File: src/rtl/arith_pkg.sv
// Shared encodings for the sequential arithmetic unit: operation codes and control states.
// Latency: none, this file holds type definitions only.
// Backpressure: none, this file holds type definitions only.
package arith_pkg;

  typedef enum logic [1:0] {
    OP_ADD = 2'd0,
    OP_SUB = 2'd1,
    OP_ACC = 2'd2,
    OP_MUL = 2'd3
  } op_t;

  typedef enum logic [1:0] {
    IDLE = 2'd0,
    BUSY = 2'd1,
    DONE = 2'd2
  } state_t;

endpackage

File: src/rtl/arith_mul_seq.sv
// Shift-add unsigned multiplier that consumes one multiplier bit per cycle.
// Latency: start consumes bit 0, and done pulses WIDTH cycles after start with the final product.
// Backpressure: none; the caller issues start only when it can take the done pulse.
module arith_mul_seq #(
  parameter int WIDTH = 4
) (
  input  logic               clk,
  input  logic               rst,
  input  logic               start,
  input  logic [WIDTH-1:0]   a,
  input  logic [WIDTH-1:0]   b,
  output logic               done,
  output logic [2*WIDTH-1:0] product
);

  localparam int RW = 2 * WIDTH;
  localparam int CW = $clog2(WIDTH);

  logic              run_q, run_d;
  logic [CW-1:0]     cnt_q, cnt_d;
  logic [RW-1:0]     mcand_q, mcand_d;
  logic [WIDTH-1:0]  mplier_q, mplier_d;
  logic [RW-1:0]     prod_q, prod_d;
  logic              done_q, done_d;

  // Next-state for the datapath.
  // The start cycle already folds in b[0], so WIDTH-1 further steps remain.
  always_comb begin
    run_d    = run_q;
    cnt_d    = cnt_q;
    mcand_d  = mcand_q;
    mplier_d = mplier_q;
    prod_d   = prod_q;
    done_d   = 1'b0;
    if (start) begin
      mcand_d  = {{WIDTH{1'b0}}, a} << 1;
      mplier_d = b >> 1;
      prod_d   = b[0] ? {{WIDTH{1'b0}}, a} : '0;
      cnt_d    = CW'(WIDTH - 1);
      run_d    = 1'b1;
    end else if (run_q) begin
      if (mplier_q[0]) begin
        prod_d = prod_q + mcand_q;
      end
      mcand_d  = mcand_q << 1;
      mplier_d = mplier_q >> 1;
      cnt_d    = cnt_q - CW'(1);
      if (cnt_q == CW'(1)) begin
        done_d = 1'b1;
        run_d  = 1'b0;
      end
    end
  end

  // Datapath registers. Reset abandons any multiply in flight.
  always_ff @(posedge clk) begin
    if (rst) begin
      run_q    <= 1'b0;
      cnt_q    <= '0;
      mcand_q  <= '0;
      mplier_q <= '0;
      prod_q   <= '0;
      done_q   <= 1'b0;
    end else begin
      run_q    <= run_d;
      cnt_q    <= cnt_d;
      mcand_q  <= mcand_d;
      mplier_q <= mplier_d;
      prod_q   <= prod_d;
      done_q   <= done_d;
    end
  end

  assign done    = done_q;
  assign product = prod_q;

endmodule

File: src/rtl/arith_unit_seq.sv
// Registered ADD/SUB/ACC/MUL unit with valid/ready on both sides. ARITH_SAT_EN selects saturating ADD, SUB and ACC.
// Latency: ADD, SUB and ACC take 1 cycle, and MUL takes WIDTH+1 cycles with no new accept until the cycle after its result.
// Backpressure: the output register holds while out_valid & ~out_ready, and in_ready drops until out_ready frees it.
module arith_unit_seq
  import arith_pkg::*;
#(
  parameter int WIDTH = 4
) (
  input  logic               clk,
  input  logic               rst,
  input  logic               enable,
  input  logic               in_valid,
  output logic               in_ready,
  input  logic [1:0]         op,
  input  logic [WIDTH-1:0]   input_a,
  input  logic [WIDTH-1:0]   input_b,
  input  logic               acc_clr,
  output logic               out_valid,
  input  logic               out_ready,
  output logic [2*WIDTH-1:0] result,
  output logic               carry,
  output logic               zero
);

  localparam int RW = 2 * WIDTH;

  state_t            state_q, state_d;
  logic [WIDTH-1:0]  acc_q, acc_d;
  logic              out_valid_q, out_valid_d;
  logic [RW-1:0]     result_q, result_d;
  logic              carry_q, carry_d;
  logic              zero_q, zero_d;

  op_t               op_e;
  logic              accept;
  logic              mul_start;
  logic              mul_done;
  logic [RW-1:0]     mul_product;

  logic [WIDTH:0]    sum;
  logic [WIDTH:0]    acc_sum;
  logic [WIDTH-1:0]  acc_base;
  logic [WIDTH-1:0]  acc_new;
  logic [WIDTH-1:0]  alu_lo;
  logic              alu_hi;
  logic              alu_carry;

  assign op_e      = op_t'(op);
  assign in_ready  = ~rst & enable & (state_q == IDLE) & (~out_valid_q | out_ready);
  assign accept    = in_valid & in_ready;
  assign mul_start = accept & (op_e == OP_MUL);

  arith_mul_seq #(.WIDTH(WIDTH)) u_mul (
    .clk     (clk),
    .rst     (rst),
    .start   (mul_start),
    .a       (input_a),
    .b       (input_b),
    .done    (mul_done),
    .product (mul_product)
  );

  // Single-cycle ALU. A clear coinciding with ACC starts the sum from zero.
  always_comb begin
    sum       = {1'b0, input_a} + {1'b0, input_b};
    acc_base  = acc_clr ? '0 : acc_q;
    acc_sum   = {1'b0, acc_base} + {1'b0, input_a};
    acc_new   = acc_sum[WIDTH-1:0];
    alu_lo    = '0;
    alu_hi    = 1'b0;
    alu_carry = 1'b0;
`ifdef ARITH_SAT_EN
    if (acc_sum[WIDTH]) begin
      acc_new = '1;
    end
`endif
    case (op_e)
      OP_ADD: begin
        alu_carry = sum[WIDTH];
`ifdef ARITH_SAT_EN
        alu_lo = sum[WIDTH] ? '1 : sum[WIDTH-1:0];
`else
        alu_lo = sum[WIDTH-1:0];
        alu_hi = sum[WIDTH];
`endif
      end
      OP_SUB: begin
        alu_carry = (input_a < input_b);
`ifdef ARITH_SAT_EN
        alu_lo = (input_a < input_b) ? '0 : (input_a - input_b);
`else
        alu_lo = input_a - input_b;
`endif
      end
      OP_ACC: begin
        alu_carry = acc_sum[WIDTH];
        alu_lo    = acc_new;
      end
      default: begin
      end
    endcase
  end

  // Control state, accumulator and output register next values.
  // A multiply result loads as the state enters DONE.
  always_comb begin
    state_d     = state_q;
    acc_d       = acc_q;
    out_valid_d = out_valid_q;
    result_d    = result_q;
    carry_d     = carry_q;
    zero_d      = zero_q;
    if (out_ready) begin
      out_valid_d = 1'b0;
    end
    if (acc_clr) begin
      acc_d = '0;
    end
    case (state_q)
      IDLE:    if (mul_start) state_d = BUSY;
      BUSY:    if (mul_done)  state_d = DONE;
      DONE:    state_d = IDLE;
      default: state_d = IDLE;
    endcase
    if (accept && (op_e != OP_MUL)) begin
      out_valid_d = 1'b1;
      result_d    = {{(RW-WIDTH-1){1'b0}}, alu_hi, alu_lo};
      carry_d     = alu_carry;
      zero_d      = ~alu_hi & (alu_lo == '0);
      if (op_e == OP_ACC) begin
        acc_d = acc_new;
      end
    end else if ((state_q == BUSY) && mul_done) begin
      out_valid_d = 1'b1;
      result_d    = mul_product;
      carry_d     = 1'b0;
      zero_d      = (mul_product == '0);
    end
  end

  // Registered state and outputs.
  always_ff @(posedge clk) begin
    if (rst) begin
      state_q     <= IDLE;
      acc_q       <= '0;
      out_valid_q <= 1'b0;
      result_q    <= '0;
      carry_q     <= 1'b0;
      zero_q      <= 1'b0;
    end else begin
      state_q     <= state_d;
      acc_q       <= acc_d;
      out_valid_q <= out_valid_d;
      result_q    <= result_d;
      carry_q     <= carry_d;
      zero_q      <= zero_d;
    end
  end

  assign out_valid = out_valid_q;
  assign result    = result_q;
  assign carry     = carry_q;
  assign zero      = zero_q;

endmodule
File: config.mk
export PLATFORM = sky130hd
export DESIGN_NAME = arith_unit_seq
export DESIGN_NICKNAME = d
export VERILOG_FILES = /design/src/rtl/arith_pkg.sv /design/src/rtl/arith_mul_seq.sv /design/src/rtl/arith_unit_seq.sv
export SDC_FILE = /design/constraint.sdc
export NUM_CORES = 1
export LEC_CHECK = 0
export BUFFER_PORTS_ARGS = -buffer_cell sky130_fd_sc_hd__buf_4
export CELL_PAD_IN_SITES_DETAIL_PLACEMENT = 1
export CELL_PAD_IN_SITES_GLOBAL_PLACEMENT = 2
export CORE_ASPECT_RATIO = 1.1
export CORE_MARGIN = 2
export CORE_UTILIZATION = 36
export DETAILED_ROUTE_END_ITERATION = 10
export PLACE_DENSITY_LB_ADDON = 0.1
export SETUP_SLACK_MARGIN = 0.02
export SLEW_MARGIN = 20
export SYNTH_ARGS = -nofsm -noshare
export SYNTH_HDL_FRONTEND = slang
export SYNTH_SLANG_ARGS = --single-unit
File: constraint.sdc
create_clock -name clk -period 3 [get_ports clk]
set_input_delay 0.75 -clock clk [delete_from_list [all_inputs] [get_ports clk]]
set_output_delay 0.75 -clock clk [all_outputs]
set_load 0.01 [all_outputs]
After elaboration in Yosys (flattened, before gate mapping)
Index checks and enable logic that the tools add are counted.

operators by class
  $add $sub $neg = 5
  $lt $le $gt $ge = 1
  eq/ne operators = 8
  mux-type cells = 32
  bitwise logic cells = 11
  reductions and logical operators = 15

operator list
  operator                                                         count
  8-bit two-way mux                                                3
  5-bit two-way mux                                                4
  4-bit two-way mux                                                4
  1-bit two-way mux                                                12
  4-bit one-hot mux with 3 select lines                            1
  4-bit by 4-bit adder with 5-bit output                           2
  8-bit adder                                                      1
  8-bit zero test                                                  1
  2-bit two-way mux                                                4
  1-bit bitwise AND                                                6
  2-bit by 1-bit == test with 1-bit output, second input constant  3
  3-bit two-way mux                                                2
  2-bit nonzero test                                               3
  2-bit == test, second input constant                             2
  2-bit zero test                                                  2
  4-bit zero test                                                  1
  4-bit < comparator                                               1
  2-bit != test, second input constant                             2
  1-bit NOT                                                        4
  2-bit one-hot mux with 2 select lines                            1
  2-bit AND reduction                                              2
  2-bit OR reduction                                               2
  4-bit subtractor                                                 1
  1-bit one-hot mux with 3 select lines                            1
  6 further kinds                                                  7

word-level totals
  register bits = 39
  input bits = 16
  output and inout port bits = 12

Logic depth before layout (Yosys ltp)
Gate-level depths: netlist of the first run.

  depth in word-level cells = 8
  mapped depth = 8
  gate-level depth less buffers = 8

Modules after synthesis
From an unflattened synthesis of the first run, not the netlist that was laid out.

unflattened totals
  cell total of the unflattened synthesis = 283
  area, all modules = 2428.6 sq um

by module, submodules not included
  module          instances  cells an instance  area an instance (sq um)  sequential area each (sq um)
  arith_unit_seq  1          149                1300.0                    340.3
  arith_mul_seq   1          134                1128.6                    440.4

Worst setup path after synthesis of the first run
OpenSTA, ideal clock, no wires.

  kind = input-to-reg
  start point = in input_a[0]
  end point = reg zero_q, in the netlist zero
  data arrival time = 2.308 ns
  data required time = 2.942 ns
  path slack = 0.634 ns
  stages on the path = 8
  buffers on the path = 0
  cells stage by stage = inv_1 > ha_1 > fa_1 > mux2i_1 > xnor2_1 > o2111ai_1 > a2111oi_0 > a21o_1

on the way
  cells in the longest elaborated chain, start to end = 5
  elaborated cells between the ends (all ways) = 9
  classes of those cells = add/sub (3); mux (3); bitwise (2); reduce/logical (1)

RTL lines
  element                                                                     line                   source
  start: declaration                                                          arith_unit_seq.sv:15   input logic [WIDTH-1:0] input_a,
  4-bit by 4-bit adder with 5-bit output, or another cell as far along        arith_unit_seq.sv:67   acc_sum = {1'b0, acc_base} + {1'b0, input_a};
  4-bit one-hot mux with 3 select lines or 1-bit two-way mux (tied branches)  arith_unit_seq.sv:77   case (op_e)
  4-bit zero test or 1-bit NOT (tied branches)                                arith_unit_seq.sv:129  zero_d = ~alu_hi & (alu_lo == '0);
  1-bit bitwise AND *                                                         arith_unit_seq.sv:129
  1-bit two-way mux *                                                         arith_unit_seq.sv:125  if (accept && (op_e != OP_MUL)) begin
  end signal: assignment                                                      arith_unit_seq.sv:156  zero_q <= zero_d;
  end: declaration                                                            arith_unit_seq.sv:32   logic zero_q, zero_d;

Mark *: on every way between the ends. The rest lies on a longest branch, timed or not.
A chain may end at the register's enable or synchronous reset.

Worst setup path in the final report of the first run
  start point = in rst
  end point = out in_ready

on the way
  cells in the longest elaborated chain, start to end = 4

RTL lines
  element                         line                  source
  start: declaration              arith_unit_seq.sv:10  input logic rst,
  1-bit NOT                       arith_unit_seq.sv:49  assign in_ready = ~rst & enable & (state_q == IDLE) & (~out_valid_q | out_ready);
  1-bit bitwise AND (3 in a row)  arith_unit_seq.sv:49
  end: declaration                arith_unit_seq.sv:13  output logic in_ready,

Every way passes these cells.

==> results of run 1 <==
==> routing by layer <==
layer  track usage  part of all wire  vias up
li1              -                 -     1064
met1        0.2249              0.46     1066
met2        0.3374              0.50       23
met3       0.02727             0.023        7
met4       0.05601             0.013        0
met5             0                 0        -
==> layout make-up <==
cell class | count | share of cell area
tap | 82 | 0.03592
clock buffer | 5 | 0.02409
inverter | 15 | 0.01971
clock inverter | 3 | 0.01533
sequential | 39 | 0.2733
timing repair buffer | 32 | 0.08410
multi-input combinational | 213 | 0.5475
==> sequential cells by signal, indices dropped and copies added (netlist names), 2 cells and up <==
register        cells
u_mul.product       8
result              8
acc_q               4
u_mul.mplier_q      3
u_mul.cnt_q         2
state_q             2
u_mul.mcand_q       7
==> cells in the final DEF, fill, tap and decap left out, types with 2 or more instances in the layout <==
cell type,n
a2111oi_0,2
a31oi_1,3
nor4_1,3
nor3_1,4
nand2_1,21
fa_1,4
o31a_1,2
dfxtp_1,39
ha_1,19
a211oi_1,7
a211oi_2,5
nand2b_1,4
mux2i_1,19
a21oi_1,23
buf_4,32
a21o_1,4
nor2b_1,9
nor3b_1,5
clkbuf_8,5
o211ai_1,2
o21a_1,2
xnor2_1,5
o21ai_0,9
nand3_1,8
nand4_1,2
nand3b_1,4
nor2_1,25
inv_1,15
==> kinds of logic (layout without fill, tap and decap cells) <==
kind of cell | count (synthesis) | in the layout | synth area share
muxes | 20 | 20 | 0.08127
adders and majority gates | 23 | 23 | 0.1282
and+or+nand+nor | 97 | 97 | 0.2171
buffers and inverters | 29 | 55 | 0.05401
AOI/OAI and AO/OA | 68 | 68 | 0.1868
DFF | 39 | 39 | 0.3150
xor gates and xnor gates | 5 | 5 | 0.01767
==> power breakdown <==
part | switching [mW] | internal (mW)
Combinational | 0.0929 | 0.0682
Sequential | 0.00593 | 0.526
Clock | 0.202 | 0.248
Total | 0.301 | 0.842
==> worst max-delay path: cells and delay by family <==
family	cells	cell delay (ps)
buffers and inverters	2	270
AND/OR/NAND/NOR	2	670
==> stage by stage <==
step	std cells	util	power (mW)	area (um2)	hold WS (ps)
2_1_floorplan	281	-	0.6445	2479	448.3
3_3_place_gp	381	0.4137	0.7061	2744	484.8
3_5_place_dp	381	0.4137	0.7082	2744	482.5
4_1_cts	389	0.4307	1.161	2856	498.0
5_1_grt	389	0.4307	1.200	2856	554.0
6_report	389	0.4307	1.143	2856	495.0
==> worst max path at each step <==
stage | start | endpoint | slack (ps)
after global placement | input_a[0] | zero | 410
after CTS | rst | in_ready | 560
after global routing | input_a[0] | zero | 430
after detailed placement | input_a[0] | zero | 360
after floorplan | input_a[0] | zero | 630
final | rst | in_ready | 560
==> run metrics, run 1 <==
Finish-stage setup viols 0; status finished, final reports clean; post-CTS sizing 0; Syn Inst Count about 280; Max Fclk 410.5 MHz; global placement routability congestion just over 0.8; layout cells sized above 1 0.1726; crit-path max cell delay approximately 530 ps; total wire length 6721 um; r2r startpoint u_mul.product[1]; Peak VDD IR around 0.18 mV; number of synthesized flops with an enable pin 0; Max-cap violations 0; Critical Path, Cell by Cell buf_4 -> or4b_4 -> nor2_1 -> buf_4; Post-CTS Hold Buffers 0; largest cells by area after synthesis dfxtp_1 (31%), ha_1 (9.6%), mux2i_1 (7.7%), a21oi_1 (4.6%), nor2_1 (3.8%); final worst setup slack roughly 560 ps; first-pass GRT wire length about 11,000 um; Reg clk slew, reported paths about 80 ps; Worst Max-Slew Pin Slew approximately 710 ps; HPWL after DPL roughly 5200 um; Hold Crit Start u_mul.product[0]; critical path class input port to output port; maximum fanout along the worst path 4; grt ovf 0; DRT iter0 DRCs 53; Leak 1.182 nW; vias in the first global route 2,241; full die area approximately 7600 um2; Top FF cell, synth dfxtp_1; PortBufs 27; Nets between 300 and 400; largest net degree at the start of global routing 34; WP data required 2250 ps; via density per instance 5.553; clock buffer depth 2; die outline width 83.12 um; CP Launch Type input port; CTS tree yes; fill cell count ~800; largest area contributor in the netlist dfxtp_1; sequential area share after synthesis 0.3150; Overall Global Routing Usage 0.1857; Die Y-Extent 91.03 um; Synth top cells by count dfxtp_1 (39), nor2_1 (25), a21oi_1 (23); RSZ-0062 raised after global routing false; Final ANT Viol Nets 0; Setup Buffers After CTS 0; crit-path most repeated cell buf_4; WHS Endpoint u_mul.product[0]; clk_lat worst skew 300 ps; post-synth top area share 0.3150; Worst Hold Class flip-flop to flip-flop; Min-Delay Path Depth 2; initial antenna violation count 0; asr flop ratio synth 0; total negative slack 0 ps; vias post-DR between 2k and 2.5k; I/O Pins 28; Mapped Avg Cell Area a little under 9 um2; most common cell in the netlist dfxtp_1; flop2flop setup slack 940 ps; Slowest cell on crit path or4b_4; FF+latch count, synth 39; worst r2r path cells 8; drt drc 0; clk_skew between 9 and 10 ps; P&R area growth vs syn 15.24%; FF/Latch Area roughly 800 um2; CTS Buf Count 5; Worst setup EP type output port; max_slew headroom 0.5241; pre-CTS setup slack approximately 360 ps; Core ar. 6633 um2; H-Tree Depth 2; R2R Path End u_mul.product[7]; Clock Sinks 39; Wirelength per Cell 17.28 um; synthesized cell area between 2000 and 2500 um2; clock tree root driver cell clkbuf_8; initial core utilization 0.3737; Final Hold Viols 0; post-synth cell types 52; Synth Net Count 320; antenna cells 0; max-slew violations 0; Synth Warn # 0; Core Rows 31; P per Cell Area between 400 and 500 nW/um2; period utilisation layout 0.8119; area of the multi-input gates about 1600 um2; Pre-antenna DRT Iters 4; worst path arrival time 1690 ps; clock period minus worst slack 2436 ps
Power figures use the tool's default switching activity.
==> run 2, diff against run 1 <==
--- a/config.mk
+++ b/config.mk
@@ -10,7 +10,7 @@
 export CELL_PAD_IN_SITES_GLOBAL_PLACEMENT = 2
 export CORE_ASPECT_RATIO = 1.1
 export CORE_MARGIN = 2
-export CORE_UTILIZATION = 36
+export CORE_UTILIZATION = 32
 export DETAILED_ROUTE_END_ITERATION = 10
 export PLACE_DENSITY_LB_ADDON = 0.1
 export SETUP_SLACK_MARGIN = 0.02
==> constraint.sdc (replaced) <==
create_clock -name clk -period 1.9 [get_ports clk]
set_input_delay 0.475 -clock clk [delete_from_list [all_inputs] [get_ports clk]]
set_output_delay 0.475 -clock clk [all_outputs]
set_load 0.01 [all_outputs]
==> run metrics, run 2 (synthesis results as in run 1) <==
critical path class flip-flop to flip-flop; DRT iter0 DRCs 41 (-23%); clk_skew 5.473 ps (-4.461 ps); Reg clk slew, reported paths 80 ps (about the same); CTS Buf Count 5 (unchanged); Worst Max-Slew Pin Slew 484.7 ps (-227.0 ps); PortBufs 27 (unchanged); period utilisation layout 0.9976; clock tree root driver cell clkbuf_8; CP Launch Type flip-flop; busiest grt layer met2; M3 GR Usage 0.02916 (+0.001887); Peak VDD IR 0.2325 mV (+32%); max-slew violations 0 (unchanged); worst path arrival time 2060 ps (+370 ps); Min-Delay Path Depth 3 (+1); combinational power share 0.215 (+0.074); Int Power 1.283 mW (+52%); Clock Sinks 39 (unchanged); grt ovf 0 (unchanged); full die area 8467 um2 (+12%); Pre-antenna DRT Iters 5 (+1); HPWL after DPL 5890 um (+13%); Post-CTS Hold Buffers 0 (unchanged); most common cell after layout, fill and taps aside buf_4; WP data required 2070 ps (-180 ps); RSZ-0062 raised after global routing true; Finish-stage setup viols 0 (unchanged); Final ANT Viol Nets 0 (unchanged); Die Y-Extent 96.31 um (+5.8%); Max-cap violations 0 (unchanged); initial core utilization 0.3317 (-0.04204); clock period minus worst slack approximately 1900 ps; met2 Use GR 0.3415 (+0.004175); vias in the first global route 2,513 (+12%); antenna cells 0 (unchanged); met1 Use GR 0.2346 (+0.009673); proportion of power drawn by flip-flops and latches 0.468 (+0.003); Core Rows 33 (+6.5%); Max Fclk 527.6 MHz; vias post-DR 2,386 (+10%); flop2flop setup slack 5 ps (-940 ps); maximum fanout along the worst path 7 (+3); H-Tree Depth 2 (unchanged); Switching Share 0.2864 (+0.02318); Worst setup EP type flip-flop; largest net degree at the start of global routing 35 (+2.9%); most frequent cells in the layout buf_4 (86), dfxtp_1 (34), nor2_1 (22); Overall Global Routing Usage 0.1919 (+0.006217); CTS tree yes; Final Hold Viols 0 (unchanged); die outline width 87.92 um (+5.8%); clock buffer depth 2 (unchanged); total wire length 8055 um (+20%); Layout Cells excl Fill 474 (+22%); utilization after layout 0.4753 (+0.04463); WHS Endpoint u_mul.mcand_q[1]; Worst Hold Class input port to flip-flop; P per Cell Area 506.2 nW/um2 (+26%); drt drc 0 (unchanged); r2r startpoint state_q[0]; via density per instance 5.034 (-9.3%); Hold Crit Start input_a[0]; first-pass GRT wire length 12,390 um (+9.0%); layout cells sized above 1 0.4065 (+0.2339); global placement routability congestion 0.7911 (-3.0%); Switch Pwr 0.5151 mW (+71%); Placed Instances 458 (+20%); Wirelength per Cell 16.99 um (-1.6%); clock network power share 0.317 (-0.077); R2R Path End u_mul.product[2]; worst r2r path cells 7 (-1); initial antenna violation count 0 (unchanged); Nets 407 (+18%); I/O Pins 28 (unchanged); clk_lat worst skew 290 ps (about the same); P&R area growth vs syn 43.31%; Leak 1.503 nW (+27%); Core ar. 7473 um2 (+13%); max_slew headroom 0.6685 (+0.1444); status finished, final reports clean
==> run 2: worst max path at each step <==
stage,depth (start not counted),slack (ps),start,end
final,7,5,state_q[0],u_mul.product[2]
after global routing,7,-70,state_q[0],u_mul.product[2]
after floorplan,8,-50,input_a[0],zero
after global placement,8,-340,input_a[0],zero
after CTS,9,-40,input_a[0],zero
after detailed placement,8,-370,input_a[0],zero
==> run 2: power by group through the flow <==
stage	logic [mW]	registers, mW	clock network [mW]
final	0.387	0.841	0.570
after global routing	0.425	0.843	0.621
after CTS	0.357	0.841	0.586
after detailed placement	0.340	0.860	0
after global placement	0.335	0.859	0
after floorplan	0.161	0.861	0
==> run 2: final cells by class <==
class                           count  area [um2]
Inverter                           15       63.81
Sequential cell                    39       787.0
Fill cell                         877        3921
Multi-Input combinational cell    214        1747
Tap cell                          105       131.4
Clock buffer                        7       76.32
Clock inverter                      1       5.005
Timing Repair Buffer               93       742.0
==> run 2: routing by layer <==
metal	vias up	routed length, um	part of all wire
li1	1173	-	-
met1	1168	3713	0.46
met2	35	4018	0.50
met3	10	171	0.021
met4	0	152	0.019
met5	-	0	0
==> run 2: critical path, stage by stage, from the launching register on <==
cell and delay [ps]:
dfxtp_2 340, or4b_4 520, buf_6 140, nor3_4 220, buf_12 160, nand3_4 150
o211ai_1 140, a21oi_1 80
==> run 2: per-stage QoR <==
step                hold slack, ps  worst slack, ps  total power, mW  area [um2]  setup TNS (ps)
floorplan                    448.3           -48.67            1.021        2509          -48.67
global placement             474.5           -340.0            1.195        3208           -2277
detailed placement           489.3           -374.8            1.201        3208           -2686
CTS                          462.3           -35.75            1.784        3348          -52.85
global route                 508.3           -72.56            1.888        3552          -556.4
finish                       484.1            4.651            1.798        3552               0
==> run 2: timing repair <==
item	in CTS	in global routing
endpoints found under the setup margin	3	26
gates cloned	0	2
pin swaps	11	13
gates resized for setup	9	42
buffers inserted	3	3
